`src/rtl/mem_bus_ctrl.sv`:
```
// mem_bus_ctrl: MEM-stage load/store bus master with alignment, lane steering and stall request.
module mem_bus_ctrl #(
  parameter int unsigned TIMEOUT = 255
) (
  input  logic        clk,
  input  logic        rst,
  input  logic        flush,
  input  logic        pipe_stall_i,
  input  logic        req_i,
  input  logic        we_i,
  input  logic [1:0]  size_i,
  input  logic        sign_i,
  input  logic [31:0] addr_i,
  input  logic [31:0] wdata_i,
  output logic [31:0] rdata_o,
  output logic        done_o,
  output logic        stallreq_o,
  output logic        adel_o,
  output logic        ades_o,
  output logic        bus_err_o,
  output logic        bus_req_o,
  output logic        bus_we_o,
  output logic [31:0] bus_addr_o,
  output logic [3:0]  bus_be_o,
  output logic [31:0] bus_wdata_o,
  input  logic        bus_ack_i,
  input  logic [31:0] bus_rdata_i
);
  typedef enum logic [1:0] {IDLE, WAIT, DONE, DRAIN} state_t;
  state_t state_q, state_d;
  logic [7:0]  cnt_q, cnt_d;
  logic [31:0] rdata_q, rdata_d, addr_q, addr_d, wdata_q, wdata_d;
  logic [3:0]  be_q, be_d;
  logic [1:0]  size_q, size_d, off_q, off_d;
  logic        sign_q, sign_d, err_q, err_d, req_q, req_d, we_q, we_d;
  logic        misalign, in_idle, start, tmo;
  logic [7:0]  lane_b;
  logic [15:0] lane_h;
  logic [31:0] load_val;
  assign misalign = (size_i == 2'b11) | (size_i == 2'b01 & addr_i[0]) | (size_i == 2'b10 & |addr_i[1:0]);
  assign in_idle  = state_q == IDLE;
  assign start    = in_idle & req_i & !misalign & !flush;
  assign tmo      = cnt_q == 8'(TIMEOUT - 1);
  assign lane_b   = bus_rdata_i[8*off_q +: 8];
  assign lane_h   = off_q[1] ? bus_rdata_i[31:16] : bus_rdata_i[15:0];
  assign load_val = size_q == 2'b00 ? {{24{sign_q & lane_b[7]}}, lane_b} :
                    size_q == 2'b01 ? {{16{sign_q & lane_h[15]}}, lane_h} : bus_rdata_i;
  assign adel_o      = in_idle & req_i & misalign & !we_i;
  assign ades_o      = in_idle & req_i & misalign & we_i;
  assign done_o      = state_q == DONE;
  assign stallreq_o  = in_idle ? req_i & !misalign : state_q == WAIT ? 1'b1 : state_q == DRAIN ? req_i : 1'b0;
  assign rdata_o     = rdata_q;
  assign bus_err_o   = err_q;
  assign bus_req_o   = req_q;
  assign bus_we_o    = we_q;
  assign bus_addr_o  = addr_q;
  assign bus_be_o    = be_q;
  assign bus_wdata_o = wdata_q;
  always_comb begin
    state_d = state_q;
    cnt_d   = cnt_q;
    rdata_d = rdata_q;
    err_d   = err_q;
    req_d   = req_q;
    we_d    = we_q;
    addr_d  = addr_q;
    be_d    = be_q;
    wdata_d = wdata_q;
    size_d  = size_q;
    off_d   = off_q;
    sign_d  = sign_q;
    case (state_q)
      IDLE: if (start) begin
        state_d = WAIT;
        cnt_d   = 8'd0;
        req_d   = 1'b1;
        we_d    = we_i;
        addr_d  = {addr_i[31:2], 2'b00};
        be_d    = !we_i ? 4'hF : size_i == 2'b00 ? 4'b0001 << addr_i[1:0] :
                  size_i == 2'b01 ? (addr_i[1] ? 4'b1100 : 4'b0011) : 4'hF;
        wdata_d = size_i == 2'b00 ? {4{wdata_i[7:0]}} : size_i == 2'b01 ? {2{wdata_i[15:0]}} : wdata_i;
        size_d  = size_i;
        off_d   = addr_i[1:0];
        sign_d  = sign_i;
      end
      WAIT: begin
        cnt_d = cnt_q + 8'd1;
        if (flush) begin
          // an ack coincident with flush completes the bus cycle, so nothing is left to drain
          state_d = bus_ack_i ? IDLE : DRAIN;
          req_d   = !bus_ack_i;
          cnt_d   = 8'd0;
        end else if (bus_ack_i) begin
          state_d = DONE;
          rdata_d = load_val;
          err_d   = 1'b0;
          req_d   = 1'b0;
        end else if (tmo) begin
          state_d = DONE;
          rdata_d = 32'd0;
          err_d   = 1'b1;
          req_d   = 1'b0;
        end
      end
      DONE: state_d = (pipe_stall_i & !flush) ? DONE : IDLE;
      DRAIN: begin
        cnt_d = cnt_q + 8'd1;
        if (bus_ack_i | tmo) begin
          state_d = IDLE;
          req_d   = 1'b0;
        end
      end
    endcase
  end
  always_ff @(posedge clk) begin
    if (rst) begin
      state_q <= IDLE;
      cnt_q   <= 8'd0;
      rdata_q <= 32'd0;
      err_q   <= 1'b0;
      req_q   <= 1'b0;
      we_q    <= 1'b0;
      addr_q  <= 32'd0;
      be_q    <= 4'd0;
      wdata_q <= 32'd0;
      size_q  <= 2'd0;
      off_q   <= 2'd0;
      sign_q  <= 1'b0;
    end else begin
      state_q <= state_d;
      cnt_q   <= cnt_d;
      rdata_q <= rdata_d;
      err_q   <= err_d;
      req_q   <= req_d;
      we_q    <= we_d;
      addr_q  <= addr_d;
      be_q    <= be_d;
      wdata_q <= wdata_d;
      size_q  <= size_d;
      off_q   <= off_d;
      sign_q  <= sign_d;
    end
  end
endmodule

```
`config.mk`:
```
export PLATFORM = sky130hd
export DESIGN_NAME = mem_bus_ctrl
export DESIGN_NICKNAME = d
export VERILOG_FILES = /design/src/rtl/mem_bus_ctrl.sv
export SDC_FILE = /design/constraint.sdc
export NUM_CORES = 1
export LEC_CHECK = 0
export CAP_MARGIN = 20
export CORE_MARGIN = 2
export CORE_UTILIZATION = 39
export CTS_CLUSTER_SIZE = 28
export DETAILED_ROUTE_END_ITERATION = 7
export DONT_BUFFER_PORTS = 1
export GPL_TIMING_DRIVEN = 0
export SYNTH_ARGS = -nofsm -noshare
export SYNTH_HDL_FRONTEND = slang
export SYNTH_SLANG_ARGS = --single-unit
export TNS_END_PERCENT = 30
```
`constraint.sdc`:
```
create_clock -name clk -period 2.6 [get_ports clk]
set_clock_uncertainty 0.2 [all_clocks]
set_input_delay 0.26 -clock clk [delete_from_list [all_inputs] [get_ports clk]]
set_output_delay 0.26 -clock clk [all_outputs]
set_load 0.005 [all_outputs]
```
After elaboration in Yosys (flattened, before gate mapping)

Cells that the tools add are included.

ROM bits: 0
Bits in registers: 116
Latch bits: 0
Memories: 0
Logic and storage cells: 90
Output and inout bits: 107
RAM bits: 0

Reductions and logical operators: 15
Bitwise gates (word level): 16
Add/subtract/negate cells: 1
Multiplexer cells: 33
Eq/ne operators: 11
Shifts and indexed selects: 2
Order comparisons: 0
Multipliers: 0
Divide/modulo/power cells: 0

Operator list:

| operator                                                                | count |
|---|---|
| 32-bit two-way mux                                                      | 6 |
| 32-bit by 6-bit indexed part select with 8-bit output                   | 1 |
| 8-bit one-hot mux with 3 select lines                                   | 1 |
| 16-bit two-way mux                                                      | 1 |
| 4-bit two-way mux                                                       | 4 |
| 8-bit two-way mux                                                       | 2 |
| 2-bit two-way mux                                                       | 7 |
| 1-bit bitwise AND                                                       | 12 |
| 1-bit two-way mux                                                       | 10 |
| 8-bit by 1-bit adder with 8-bit output, second input constant           | 1 |
| 2-bit == test, second input constant                                    | 4 |
| 8-bit == test, second input constant                                    | 1 |
| 2-bit one-hot mux with 4 select lines                                   | 1 |
| 2-bit by 1-bit == test with 1-bit output, second input constant         | 3 |
| 2-bit logical NOT                                                       | 3 |
| 3-bit AND reduction                                                     | 2 |
| 1-bit logical NOT                                                       | 4 |
| 2-bit by 1-bit inequality test with 1-bit output, second input constant | 2 |
| 4-bit inequality test, second input constant                            | 1 |
| 2-bit AND reduction                                                     | 2 |
| 4-bit AND reduction                                                     | 1 |
| 1-bit by 2-bit left shift with 4-bit output, first input constant       | 1 |
| 1-bit OR                                                                | 3 |
| 1-bit one-hot mux with 3 select lines                                   | 1 |
| other kinds (4)                                                         | 4 |

Depth between registers and ports, before layout

Word-level depth: 9
Gate-level depth with buffers: 7

Least setup slack after synthesis

Ideal clock, no wire load.

Path type: register to register
Start: register off_q[0]
End: register rdata_q[15], in the netlist rdata_o[15]
Required time: 2.283 ns
Library setup time: 0.117 ns
Setup slack: 0.785 ns
Arrival: 1.498 ns
Clock period less this slack: 1.815 ns
Cell stages (with the launch flop): 6
Path through: dfxtp_1 -> buf_6 -> mux4_2 -> a211oi_2 -> nor2_2 -> a22o_1

Longest elaborated chain between the ends: 4

RTL lines:

| element                                               | line | text |
|---|---|---|
| from (decl)                                           | 34   | `logic [1:0] size_q, size_d, off_q, off_d;` |
| from (signal assigned)                                | 127  | `off_q <= 2'd0;` |
| from (signal assigned)                                | 140  | `off_q <= off_d;` |
| 32-bit by 6-bit indexed part select with 8-bit output | 44   | `assign lane_b = bus_rdata_i[8*off_q +: 8];` |
| 1-bit bitwise AND                                     | 46   | `assign load_val = size_q == 2'b00 ? {{24{sign_q & lane_b[7]}}, lane_b} :` |
| 32-bit two-way mux                                    | 46   |  |
| 32-bit two-way mux                                    | 93   | `end else if (bus_ack_i) begin` |
| to (signal assigned)                                  | 132  | `rdata_q <= rdata_d;` |
| to (decl)                                             | 32   | `logic [31:0] rdata_q, rdata_d, addr_q, addr_d, wdata_q, wdata_d;` |

No other way between the ends.
A chain may end at the register's enable or synchronous reset.

Final worst setup path

Start: register state_q[0]
End: register wdata_q[8], in the netlist bus_wdata_o[8]

Longest elaborated chain between the ends: 5

RTL lines:

| element                                  | line   | text |
|---|---|---|
| from (decl)                              | 30     | `state_t state_q, state_d;` |
| from (signal assigned)                   | 130    | `state_q <= state_d;` |
| 2-bit logical NOT (*)                    | 41, 72 |  |
| 1-bit bitwise AND (3 in a row)           | 42     | `assign start = in_idle & req_i & !misalign & !flush;` |
| 2-bit AND reduction (no source line) (*) | --     |  |
| to (signal assigned)                     | 138    | `wdata_q <= wdata_d;` |
| to (decl)                                | 32     |  |

Every way passes the cells marked *; elsewhere a longest branch is shown, timed or not.

==> results.ini <==
[outcome]
status = finished, final reports clean

[synth]
ys_warn_count = 0
synth_edf_count = 0
synthesis.area_um2 = 5710
synth-seq-cells = 116
yosysSeqAreaShare_pct = 40.7
yosysUniqueCellTypes = 58
synth_ff_type = dfxtp_1
syn-mean-instance-area_um2 = 8.81
synthArstFlopShare_pct = 0
syn_inst = 648

[setup_path]
worst_ep_required_time_ps = 2700
start_kind = register
worst-path-buf-inv = 4
cp.depth = 6
arrival_ps = 2610
cp_max_fo = 10
crit_path_end_kind = register
max_stage_delay_ps = 590
crit_start = state_q[0]
rr_startpoint = state_q[0]
regToRegSetupSlack_ps = 90
worst_path_max_delay_cell = dlygate4sd3_1
path_cells = buf_2 -> clkinv_1 -> clkbuf_1 -> a21oi_1 -> a311oi_1 -> dlygate4sd3_1
r2r-end = bus_wdata_o[8]
cpLargestDelayFamily = buffers and inverters
crit_type = reg2reg
r2r_cells = 6
endpoint = bus_wdata_o[8]

[route]
vias_per_cell = 6.05
ant_nets = 0
wl_per_cell_um = 21.3
dr_total_vias = 5818
drt_wl_total_um = 20500
firstDrtPassIters = 5
drt_iter0_markers = 413
drc = 0

[clocking]
cts.sinks = 116
clockRootBuffer = clkbuf_16
clockBufferDepth = 2
cts_setup_buffers = 0
cts_made_buffers = 17
clk_pin_slew_ps = 60
htree_levels = 4
cts_tree = yes
worstSkewPairLatency_ps = 410

[global_route]
antenna_found_initial = 0
grt_overflow = 0
grt_max_degree = 17
grt_pass1_wl_um = 32100
first_global_vias = 5806
grt.total_usage_pct = 25.7

[timing]
finalHoldViolations = 0
finalCritPeriodShare_pct = 96.7
fin_tns_setup_ps = 0
slew_viol_final = 0
fin_crit_ps = 2510
tightest_slew_ps = 702
setup_viol = 0
rsz0062_at_grt = true
relSlewSlack_pct = 53.2
fmax_mhz = 398

[final_layout]
nNetsFinal = 873
area_growth_pct = 32.1
drive_gt1_share_pct = 10.7
antenna_cells = 0
finalNonFillerCells = 961

[hold_path]
min_path_type = in2reg

[flow_run]
drv_cap = 0

[place]
port_buffers = 0
hpwl_um = 14200
place_congestion = 0.922
dp_cells = 833

[power]
switchingPower_w = 0.00116
pwr-share-seq_pct = 38.1
clock_power_share_pct = 50.8
p_per_area_nw_per_um2 = 654
pwr-share-comb_pct = 11.1
switching_share_pct = 23.5
leakagePower_nw = 2.64
intPower_w = 0.00378
irDropWorstVdd_mv = 0.498

[die]
fp.dieArea_um2 = 15600
ios = 213
die_w_um = 125
fp-row-count = 44
initial_core_util_pct = 39.6
core-area_um2 = 14400
dieHeight_um = 125

-- routing by layer --
| layer | global-route usage, % | part of all wire (%) | vias up |
|---|---|---|---|
| met1 | 29.7 | 39 | 2773 |
| met2 | 43.4 | 48 | 313 |
| met5 | 0 | 0 | - |
| met3 | 8.90 | 9.4 | 65 |
| met4 | 10.7 | 3.7 | 0 |
| li1 | - | - | 2667 |
-- cell type report --
| cell class | count | area [µm²] |
|---|---|---|
| Buffer | 71 | 389 |
| Fill cell | 1351 | 6880 |
| Timing Repair Buffer | 97 | 971 |
| Inverter | 15 | 56.3 |
| Sequential cell | 116 | 2320 |
| Tap cell | 184 | 230 |
| Clock buffer | 21 | 440 |
| Clock inverter | 10 | 181 |
| Multi-Input combinational cell | 447 | 2960 |
-- cell usage after synthesis, types with 9 or more instances --
| cell type | instances | area [µm²] |
|---|---|---|
| a211oi_1 | 10 | 75.1 |
| a21oi_1 | 90 | 450 |
| a311oi_1 | 10 | 87.6 |
| a32o_1 | 16 | 160 |
| buf_2 | 11 | 55.1 |
| buf_6 | 11 | 124 |
| clkbuf_1 | 42 | 158 |
| dfxtp_1 | 116 | 2320 |
| inv_1 | 14 | 52.6 |
| mux2i_1 | 17 | 170 |
| mux4_2 | 9 | 203 |
| nand2_1 | 22 | 82.6 |
| nand2b_1 | 18 | 113 |
| nand3_1 | 59 | 295 |
| nor2b_1 | 13 | 81.3 |
| nor3_1 | 15 | 75.1 |
| o21ai_0 | 70 | 350 |
| o22ai_1 | 16 | 100 |
-- logic make-up after synthesis --
family / count (synthesis) / synth area share [%]
flip-flops: 116 / 40.7
other: 1 / 0.0657
multiplexers: 26 / 6.53
buffers and inverters: 86 / 7.75
AND/OR/NAND/NOR: 150 / 14.6
adder cells (fa/ha/maj): 2 / 0.438
AO/OA/AOI/OAI: 267 / 30.0
-- worst min path at each step --
stage | from | endpoint | slack, ps | cells past startpoint
2_1_floorplan | wdata_i[2] | bus_wdata_o[10] | 220 | 2
3_3_place_gp | wdata_i[7] | bus_wdata_o[15] | 220 | 2
3_5_place_dp | addr_i[5] | bus_addr_o[5] | 230 | 2
4_1_cts | wdata_i[4] | bus_wdata_o[28] | 2 | 4
5_1_grt | bus_rdata_i[9] | rdata_o[9] | 2 | 3
6_report | wdata_i[1] | bus_wdata_o[25] | 20 | 4
-- placed cells by master, fill, tap and decap left out, drive strengths merged, types with 4 or more instances in the layout --
cell | Yosys | routed
a21oi | 91 | 91
mux4 | 9 | 9
o21ai | 78 | 78
nor2 | 7 | 7
clkinv | 1 | 5
o22ai | 17 | 17
nor2b | 13 | 13
inv | 14 | 14
a22o | 8 | 8
buf | 28 | 28
dfxtp | 116 | 116
bufinv | 0 | 5
mux2i | 17 | 17
a221o | 8 | 8
nand3 | 59 | 59
nand2 | 22 | 22
o2bb2ai | 8 | 8
a21o | 6 | 6
a211oi | 11 | 11
a311oi | 10 | 10
dlygate4sd3 | 0 | 97
o211ai | 4 | 4
a32o | 16 | 16
nor3 | 16 | 16
clkbuf | 43 | 64
nand2b | 18 | 18
-- repair_timing --
item / in CTS / in global routing
hold buffers: 97 / 0
gates resized for setup: 1 / 3
endpoints found under the setup margin: 1 / 7
hold endpoints to repair: 103 / 0
-- metrics by stage --
step | setup slack (ps) | hold slack [ps] | utilization, % | instance area [µm²] | total power [W]
after floorplan | 785 | 220 | - | 5720 | 0.00221
after global placement | 368 | 224 | 41.2 | 5950 | 0.00231
after detailed placement | 382 | 231 | 41.2 | 5950 | 0.00232
after CTS | 60.9 | 1.51 | 52.3 | 7540 | 0.00495
after global routing | -36.1 | 1.70 | 52.3 | 7550 | 0.00509
final | 86.7 | 16.0 | 52.3 | 7550 | 0.00494
-- registers in the layout, summed over array words and instances, names as in the netlist --
signal / flops
bus_be_o: 4
state_q: 2
bus_err_o: 1
off_q: 2
cnt_q: 8
bus_req_o: 1
bus_wdata_o: 32
bus_we_o: 1
size_q: 2
sign_q: 1
bus_addr_o: 30
rdata_o: 32
-- tightest hold or removal path, stage by stage --
cell	delay, ps
mux2i_1	100
o21ai_0	80
nand3_1	80
a21oi_1	60
-- power by group through the flow --
stage                     Clock, W  Combinational, W  Sequential (W)
after floorplan                  0          0.000314         0.00190
after global placement           0          0.000393         0.00192
after detailed placement         0          0.000401         0.00192
after CTS                  0.00253          0.000532         0.00188
after global routing       0.00261          0.000593         0.00189
final                      0.00251          0.000547         0.00188
(Power assumes the default switching activity.)
